--- src/rtl/pc_unit.sv ---
// Fetch program counter: sequential advance, redirects, trap entry/return and halt,
// with saved exception PC and a registered misaligned-target pulse.
module pc_unit #(
    parameter int unsigned     XLEN         = 32,
    parameter logic [XLEN-1:0] RESET_VECTOR = '0,
    parameter logic [XLEN-1:0] TRAP_VECTOR  = XLEN'('h100),
    parameter int unsigned     INC          = 4,
    parameter int unsigned     ALIGN_BITS   = 2
) (
    input  logic            clk,
    input  logic            areset,
    input  logic            fetch_ready,
    input  logic            stall,
    input  logic            branch_taken,
    input  logic [XLEN-1:0] branch_target,
    input  logic            jump,
    input  logic [XLEN-1:0] jump_target,
    input  logic            trap_req,
    input  logic            mret,
    input  logic            halt_req,
    output logic [XLEN-1:0] PC,
    output logic            pc_valid,
    output logic [XLEN-1:0] PC_plus_inc,
    output logic [XLEN-1:0] epc,
    output logic            misaligned,
    output logic [1:0]      state
);

    typedef enum logic [1:0] {
        StBoot   = 2'd0,
        StRun    = 2'd1,
        StHalted = 2'd2
    } state_e;

    localparam logic [XLEN-1:0] IncVal    = XLEN'(INC);
    localparam logic [XLEN-1:0] AlignMask = XLEN'((64'd1 << ALIGN_BITS) - 64'd1);

    state_e          state_q, state_d;
    logic [XLEN-1:0] pc_q, pc_d;
    logic [XLEN-1:0] epc_q, epc_d;
    logic            mis_q, mis_d;

    always_comb begin
        state_d = state_q;
        pc_d    = pc_q;
        epc_d   = epc_q;
        mis_d   = 1'b0;
        case (state_q)
            StBoot: state_d = StRun;
            StRun: begin
                if (trap_req) begin
                    epc_d = pc_q;
                    pc_d  = TRAP_VECTOR;
                end else if (mret) begin
                    pc_d = epc_q;
                end else if (jump) begin
                    // Misaligned redirect targets divert to the trap vector
                    if ((jump_target & AlignMask) != '0) begin
                        mis_d = 1'b1;
                        epc_d = pc_q;
                        pc_d  = TRAP_VECTOR;
                    end else begin
                        pc_d = jump_target;
                    end
                end else if (branch_taken) begin
                    if ((branch_target & AlignMask) != '0) begin
                        mis_d = 1'b1;
                        epc_d = pc_q;
                        pc_d  = TRAP_VECTOR;
                    end else begin
                        pc_d = branch_target;
                    end
                end else if (halt_req) begin
                    state_d = StHalted;
                end else if (fetch_ready && !stall) begin
                    pc_d = pc_q + IncVal;
                end
            end
            StHalted: begin
                if (trap_req) begin
                    epc_d   = pc_q;
                    pc_d    = TRAP_VECTOR;
                    state_d = StRun;
                end else if (mret) begin
                    pc_d    = epc_q;
                    state_d = StRun;
                end
            end
            default: state_d = StBoot;
        endcase
    end

    always_ff @(posedge clk or negedge areset) begin
        if (!areset) begin
            state_q <= StBoot;
            pc_q    <= RESET_VECTOR;
            epc_q   <= '0;
            mis_q   <= 1'b0;
        end else begin
            state_q <= state_d;
            pc_q    <= pc_d;
            epc_q   <= epc_d;
            mis_q   <= mis_d;
        end
    end

    assign PC          = pc_q;
    assign epc         = epc_q;
    assign misaligned  = mis_q;
    assign pc_valid    = (state_q == StRun);
    assign state       = state_q;
    assign PC_plus_inc = pc_q + IncVal;

endmodule

--- config.mk ---
export PLATFORM = sky130hd
export DESIGN_NAME = pc_unit
export DESIGN_NICKNAME = d
export VERILOG_FILES = /design/src/rtl/pc_unit.sv
export SDC_FILE = /design/constraint.sdc
export NUM_CORES = 1
export LEC_CHECK = 0
export ABC_AREA = 1
export ABC_CLOCK_PERIOD_IN_PS = 2310
export CAP_MARGIN = 10
export CORE_MARGIN = 5
export CORE_UTILIZATION = 46
export CTS_BUF_LIST = sky130_fd_sc_hd__clkbuf_16
export DETAILED_ROUTE_END_ITERATION = 6
export PLACE_DENSITY = 0.83
export SYNTH_ARGS = -nofsm -noshare
export SYNTH_HDL_FRONTEND = slang
export SYNTH_SLANG_ARGS = --single-unit
export TNS_END_PERCENT = 10
--- constraint.sdc ---
create_clock -name clk -period 2.31 [get_ports clk]
set_input_delay 0.3465 -clock clk [delete_from_list [all_inputs] [get_ports clk]]
set_output_delay 0.3465 -clock clk [all_outputs]
set_load 0.02 [all_outputs]
==> results of run 1 <==
[path summary, 6_finish.rpt]
| kind | slack [ps] | cells after the start | to | startpoint |
|---|---|---|---|---|
| hold / removal | 30 | 2 | epc[25] | areset |
| setup / recovery | 10 | 8 | PC_plus_inc[17] | PC[3] |
| setup reg to reg | 300 | 9 | PC[8] | state[0] |
| min in group clk | 510 | 2 | epc[17] | epc[17] |
| max in group asynchronous | 1960 | 2 | PC[9] | areset |
| hold reg to reg | 510 | 2 | epc[17] | epc[17] |
[sequential cells by signal, indices dropped and copies added (netlist names)]
name / flops
PC: 32
epc: 32
misaligned: 1
state: 2
[layout by cell type (no fill, tap or decap), types with 2 or more instances in the layout]
master and instances:
a21oi_1 18, a31oi_1 11, and2_1 2, buf_12 2, buf_2 2, buf_4 45
bufinv_16 2, clkbuf_16 9, clkbuf_2 14, clkdlybuf4s50_1 145, clkinv_4 2, dfrtp_1 63
dfrtp_2 4, dlygate4sd2_1 8, dlymetal6s2s_1 2, ha_1 3, inv_1 69, inv_2 6
nand2_1 243, nand2_2 2, nand2_4 3, nand3_1 63, nand4_1 3, nor2_1 68
nor2_2 6, nor2_4 10, nor3_1 2, nor3_2 2, o211ai_1 4, o21a_1 10
o21ai_0 37, o21ai_1 43, o22ai_1 7, xor2_1 7
[worst reg2reg max path, stage by stage (launching register included)]
cell and delay [ps]:
dfrtp_1 370, inv_1 80, ha_1 350, inv_1 70, nor2_2 140, nand2_4 110
nor2_4 250, inv_2 230, a21oi_1 210, a22oi_2 70
[layout make-up]
type	count	area, um2	share of cell area, %
repair buffers	219	2010	28.3
inverters	76	288	4.04
clock inverters	7	93.8	1.32
well taps	136	170	2.39
flip-flops and latches	67	1680	23.6
multi-input cells	554	2660	37.2
clock buffers	9	225	3.16
[routing by layer]
metal	track usage (%)	vias up	part of all wire [%]	wire length, um
met4	11.6	0	3.3	589
met3	7.39	54	10	1790
met2	46.6	329	48	8560
met5	0	-	0	0
met1	36.2	2605	39	6900
li1	-	2747	-	-
[power by group through the flow]
stage          logic, mW  registers (mW)  clock network [mW]
6_report            5.05            2.05                1.47
5_1_grt             5.50            2.10                1.53
4_1_cts             5.07            2.03                1.49
3_5_place_dp        5.12            2.04                   0
3_3_place_gp        5.04            2.03                   0
2_1_floorplan       2.41            2.46                   0
[what timing repair did]
action / CTS / global route
gates resized for setup: 38 / 38
pin swaps: 0 / 1
endpoints found under the setup margin: 25 / 23
[cells by family after synthesis]
family,count (synthesis),synth area share [%]
and+or+nand+nor,406,35.9
adders and majority gates,4,1.06
AOI/OAI and AO/OA,136,16.3
DFF,67,35.4
xor gates and xnor gates,8,1.48
buffers and inverters,110,9.81
[through the flow]
step / total power [mW] / setup WS, ps / util [%] / setup TNS [ps]
floorplan: 4.88 / 450 / - / 0
global placement: 7.07 / 40.9 / 67.0 / 0
detailed placement: 7.16 / -0.882 / 67.0 / -0.882
CTS: 8.59 / -174 / 70.3 / -185
global route: 9.14 / -106 / 70.0 / -315
finish: 8.57 / 14.9 / 70.0 / 0
==> impl_metrics.json, run 1 <==
{
  "synth_area_per_cell_um2": 6.48,
  "io_pins": 173,
  "diodes": 0,
  "initialDrtViolationCount": 442,
  "pwr-share-clk_pct": 17.2,
  "critPathCaptureType": "primary output",
  "p_per_area_nw_per_um2": 1200,
  "skew_ps": 6.04,
  "cts_hold_buf": 0,
  "combPwrFrac_pct": 58.9,
  "final_area_um2": 7130,
  "core_um2": 10200,
  "cts.sinks": 67,
  "wl_mm": 17.8,
  "rows": 37,
  "drv_slew": 0,
  "yosysMostFrequentCell": "nand2_1",
  "io_buffers": 172,
  "seq_area_frac_synth_pct": 35.4,
  "grt_pass1_vias": 5633,
  "synth_area_leaders": "dfrtp_1, nand2_1, nand3_1",
  "seq_power_share_pct": 23.9,
  "yosys.area.top_type": "dfrtp_1",
  "synth-edff-count": 0,
  "grt_max_degree": 68,
  "worst_slew_pin_slew_ps": 449,
  "hold_viol_final": 0,
  "path_buf_inv": 3,
  "grt_pass1_wl_mm": 28.8,
  "switching_share_pct": 47.1,
  "insertion_delay_ps": 330,
  "drive_gt1_share_pct": 12.7,
  "grt_usage_pct": 28.6,
  "crit_path_start_kind": "flip-flop",
  "syn_nets": 808,
  "finalSetupViolations": 0,
  "cts_setup_buffers": 0,
  "relSlewSlack_pct": 70.1,
  "drv_cap": 0,
  "h-tree-depth": 3,
  "status": "completed",
  "drcViolationCount": 0,
  "path_cells": "buf_4, nand2_1, nor2_4, nand2_1, nor2_4, xor2_1, inv_1, dlygate4sd2_1",
  "rsz0062_at_grt": "yes",
  "synth_ff_type": "dfrtp_1",
  "dpl.hpwl_mm": 13.1,
  "wl_per_cell_um": 16.7,
  "dpl.cell_count": 1052,
  "cp_slowest_cell": "dfrtp_1",
  "period_share_pct": 99.4,
  "die_y_um": 111,
  "crit_fanout": 5,
  "fmax_ghz": 0.436,
  "synth_top_area_share_pct": 35.4,
  "synthCells": 731,
  "cts_buffers": 9,
  "synth_seq_cells": 67,
  "leakage_nw": 3.31,
  "switching_power_mw": 4.04,
  "crit_required_ps": 1960,
  "die_area_um2": 12400,
  "instances_no_fill": 1068,
  "overflow": 0,
  "ys_async_sr_fraction_pct": 100,
  "die_w_um": 111,
  "synth_commonest_cells": "nand2_1, nor2_1, inv_1",
  "internal_power_mw": 4.53,
  "cp.arrival_ps": 1950,
  "hp-class": "primary input to asynchronous set/reset pin",
  "nNetsFinal": 1004,
  "initial_core_util_pct": 46.5,
  "fillers": 864,
  "synth_area_um2": 4730,
  "layout_min_cycle_time_ps": 2300,
  "clk_root_buffer_cell": "clkbuf_16",
  "vias": 5735,
  "yosysWarnings": 0,
  "clk_pin_slew_ps": 60,
  "clockBufferDepth": 2,
  "drtAntennaViolNets": 0,
  "worstSetupPathType": "flip-flop to primary output",
  "timing.hold.ws_ps": 28.3,
  "gp_congestion": 0.961,
  "antenna_found_initial": 0,
  "irDropWorstVdd_uv": 959,
  "critPathMaxStageDelay_ps": 340,
  "area_growth_pct": 50.6,
  "place_area_um2": 6820,
  "firstDrtPassIters": 6,
  "synth.distinct_cells": 38,
  "viasPerCell": 5.37,
  "cts_tree": "done",
  "critical_path.top_delay_family": "simple AND/OR/NAND/NOR gates"
}
No activity file was read; power rests on OpenSTA's default activity.
==> inputs of run 2 (changes only) <==
--- a/config.mk
+++ b/config.mk
@@ -13,6 +13,7 @@
 export CTS_BUF_LIST = sky130_fd_sc_hd__clkbuf_16
 export DETAILED_ROUTE_END_ITERATION = 6
 export PLACE_DENSITY = 0.83
+export SLEW_MARGIN = 10
 export SYNTH_ARGS = -nofsm -noshare
 export SYNTH_HDL_FRONTEND = slang
 export SYNTH_SLANG_ARGS = --single-unit
==> results of run 2 <==
The final DEF is identical to that of run 1; final timing and power are the same.
==> inputs of run 3 (changes only) <==
--- a/config.mk
+++ b/config.mk
@@ -8,11 +8,10 @@
 export ABC_AREA = 1
 export ABC_CLOCK_PERIOD_IN_PS = 2310
 export CAP_MARGIN = 10
-export CORE_MARGIN = 5
-export CORE_UTILIZATION = 46
+export CORE_UTILIZATION = 30
 export CTS_BUF_LIST = sky130_fd_sc_hd__clkbuf_16
 export DETAILED_ROUTE_END_ITERATION = 6
-export PLACE_DENSITY = 0.83
+export PLACE_DENSITY = 0.59
 export SLEW_MARGIN = 10
 export SYNTH_ARGS = -nofsm -noshare
 export SYNTH_HDL_FRONTEND = slang
==> run 3 against run 2 <==
Compared with the run above:
- die area grew 31%
- wire length up 5.2%
- final cell count increased by 8.1%
- combinational power increased by 4%
- critical path depth decreased by 1
- via count decreased by 2.6%
- sequential share of layout area shrank 0.59 points
- clock skew about the same
- utilization down 22 points
- first-iteration DRC count down 19%
- clock power shrank 18%
- global-route usage decreased by 4.7 points
- critical endpoint unchanged
- highest routed layer unchanged
==> impl_metrics.json, run 3 (synthesized netlist as in run 1, its figures left out) <==
{
  "path_cells": "nand2_2, nor2_1, nand2_1, nor2_4, xor2_1, inv_1, dlygate4sd2_1",
  "cts_hold_buf": 0,
  "r2r_start": "state[1]",
  "drive_gt1_share_pct": 13.8,
  "io_buffers": 172,
  "rsz0062_at_grt": "yes",
  "timing.hold.ws_ps": 27.7,
  "initial_core_util_pct": 30.9,
  "nNetsFinal": 1017,
  "area_growth_pct": 54.1,
  "worst_r2r_path_depth": 9,
  "grt_pass1_wl_mm": 29.7,
  "layout_common_cells": "nand2_1, clkdlybuf4s50_1, inv_1",
  "drcViolationCount": 0,
  "cp.arrival_ps": 1960,
  "drv_cap": 0,
  "period_share_pct": 99.7,
  "grt_pass1_vias": 5384,
  "wl_per_cell_um": 16.3,
  "finalSetupViolations": 0,
  "crit_required_ps": 1960,
  "fmax_ghz": 0.434,
  "io_pins": 173,
  "firstDrtPassIters": 5,
  "diodes": 0,
  "cp_slowest_cell": "dfrtp_1",
  "rr_endpoint": "PC[8]",
  "layout_min_cycle_time_ps": 2300,
  "wl_mm": 18.8,
  "antenna_found_initial": 0,
  "p_per_area_nw_per_um2": 1160,
  "vias": 5587,
  "reg2reg_slack_ps": 400,
  "h-tree-depth": 3,
  "rows": 45,
  "path_buf_inv": 2,
  "core_um2": 15300,
  "final_common_cell": "nand2_1",
  "status": "completed",
  "clk_pin_slew_ps": 60,
  "hold_viol_final": 0,
  "initialDrtViolationCount": 356,
  "dpl.cell_count": 1140,
  "instances_no_fill": 1155,
  "worst_slew_pin_slew_ps": 391,
  "critPathMaxStageDelay_ps": 430,
  "cts_setup_buffers": 0,
  "dpl.hpwl_mm": 14.2,
  "skew_ps": 5.96,
  "clockBufferDepth": 2,
  "insertion_delay_ps": 330,
  "gp_congestion": 0.850,
  "die_y_um": 128,
  "drtAntennaViolNets": 0,
  "crit_fanout": 5,
  "die_area_um2": 16300,
  "relSlewSlack_pct": 73.7,
  "clk_root_buffer_cell": "clkbuf_16",
  "die_w_um": 128,
  "worstSetupPathType": "flip-flop to primary output",
  "crit_path_start_kind": "flip-flop",
  "critical_path.top_delay_family": "simple AND/OR/NAND/NOR gates",
  "critPathCaptureType": "primary output",
  "leakage_nw": 3.34,
  "overflow": 0,
  "grt_usage_pct": 23.9,
  "viasPerCell": 4.84,
  "cts.sinks": 67,
  "hp-class": "primary input to asynchronous set/reset pin",
  "grt_max_degree": 68,
  "drv_slew": 0,
  "irDropWorstVdd_uv": 741,
  "cts_buffers": 9,
  "cts_tree": "done"
}
==> run 3: cell types whose count changed in the layout (fill, tap and decap cells not counted), moves of 2 or more <==
| cell | change |
|---|---|
| bufinv_16 | -2 |
| clkdlybuf4s15_2 | +3 |
| dlygate4sd2_1 | -3 |
| nor2_1 | -2 |
| buf_12 | +3 |
| dfrtp_2 | -3 |
| dfrtp_1 | +3 |
| nor2_2 | +2 |
| clkinv_1 | +5 |
| buf_4 | +10 |
| clkinv_4 | -2 |
==> run 3: worst max-delay path by stage <==
stage / start / end / slack (ps) / depth (start not counted)
5_1_grt: PC[16] / PC_plus_inc[17] / -80 / 7
2_1_floorplan: PC[2] / PC[8] / 450 / 9
3_3_place_gp: PC[15] / PC_plus_inc[21] / -6 / 7
4_1_cts: PC[3] / PC_plus_inc[17] / -4 / 8
3_5_place_dp: PC[3] / PC_plus_inc[20] / -30 / 8
6_report: PC[6] / PC_plus_inc[17] / 8 / 7
==> run 3: final cells by class <==
cell class / count / area [um2]
fillers: 1612 / 8020
multi-input cells: 554 / 2670
repair buffers: 232 / 2150
flip-flops and latches: 67 / 1680
inverters: 76 / 288
well taps: 211 / 264
clock buffers: 9 / 225
clock inverters: 6 / 23.8
==> run 3: power breakdown <==
part	switching, mW	internal [mW]
combinational	3.10	2.13
clock	0.515	0.700
sequential	0.412	1.61
==> run 3: what timing repair did <==
item,CTS,global route
gates resized for setup,50,36
pin swaps,2,0
endpoints found under the setup margin,26,24
==> run 3: per-layer routing <==
layer	up-vias	wire length, um	GRT usage [%]
met3	36	1070	4.65
met2	187	8590	38.0
met5	-	0	0
li1	2776	-	-
met1	2588	8680	32.4
met4	0	431	8.17
==> run 3: through the flow <==
stage / instance area [um2] / power, mW / TNS [ps] / setup WS [ps] / utilization [%]
floorplan: 4730 / 4.88 / 0 / 450 / -
global placement: 7050 / 7.35 / -17.0 / -6.13 / 46.1
detailed placement: 7050 / 7.39 / -74.0 / -26.0 / 46.1
CTS: 7340 / 8.54 / -3.72 / -3.72 / 47.9
global route: 7300 / 9.05 / -305 / -80.9 / 47.6
finish: 7300 / 8.46 / 0 / 7.86 / 47.6
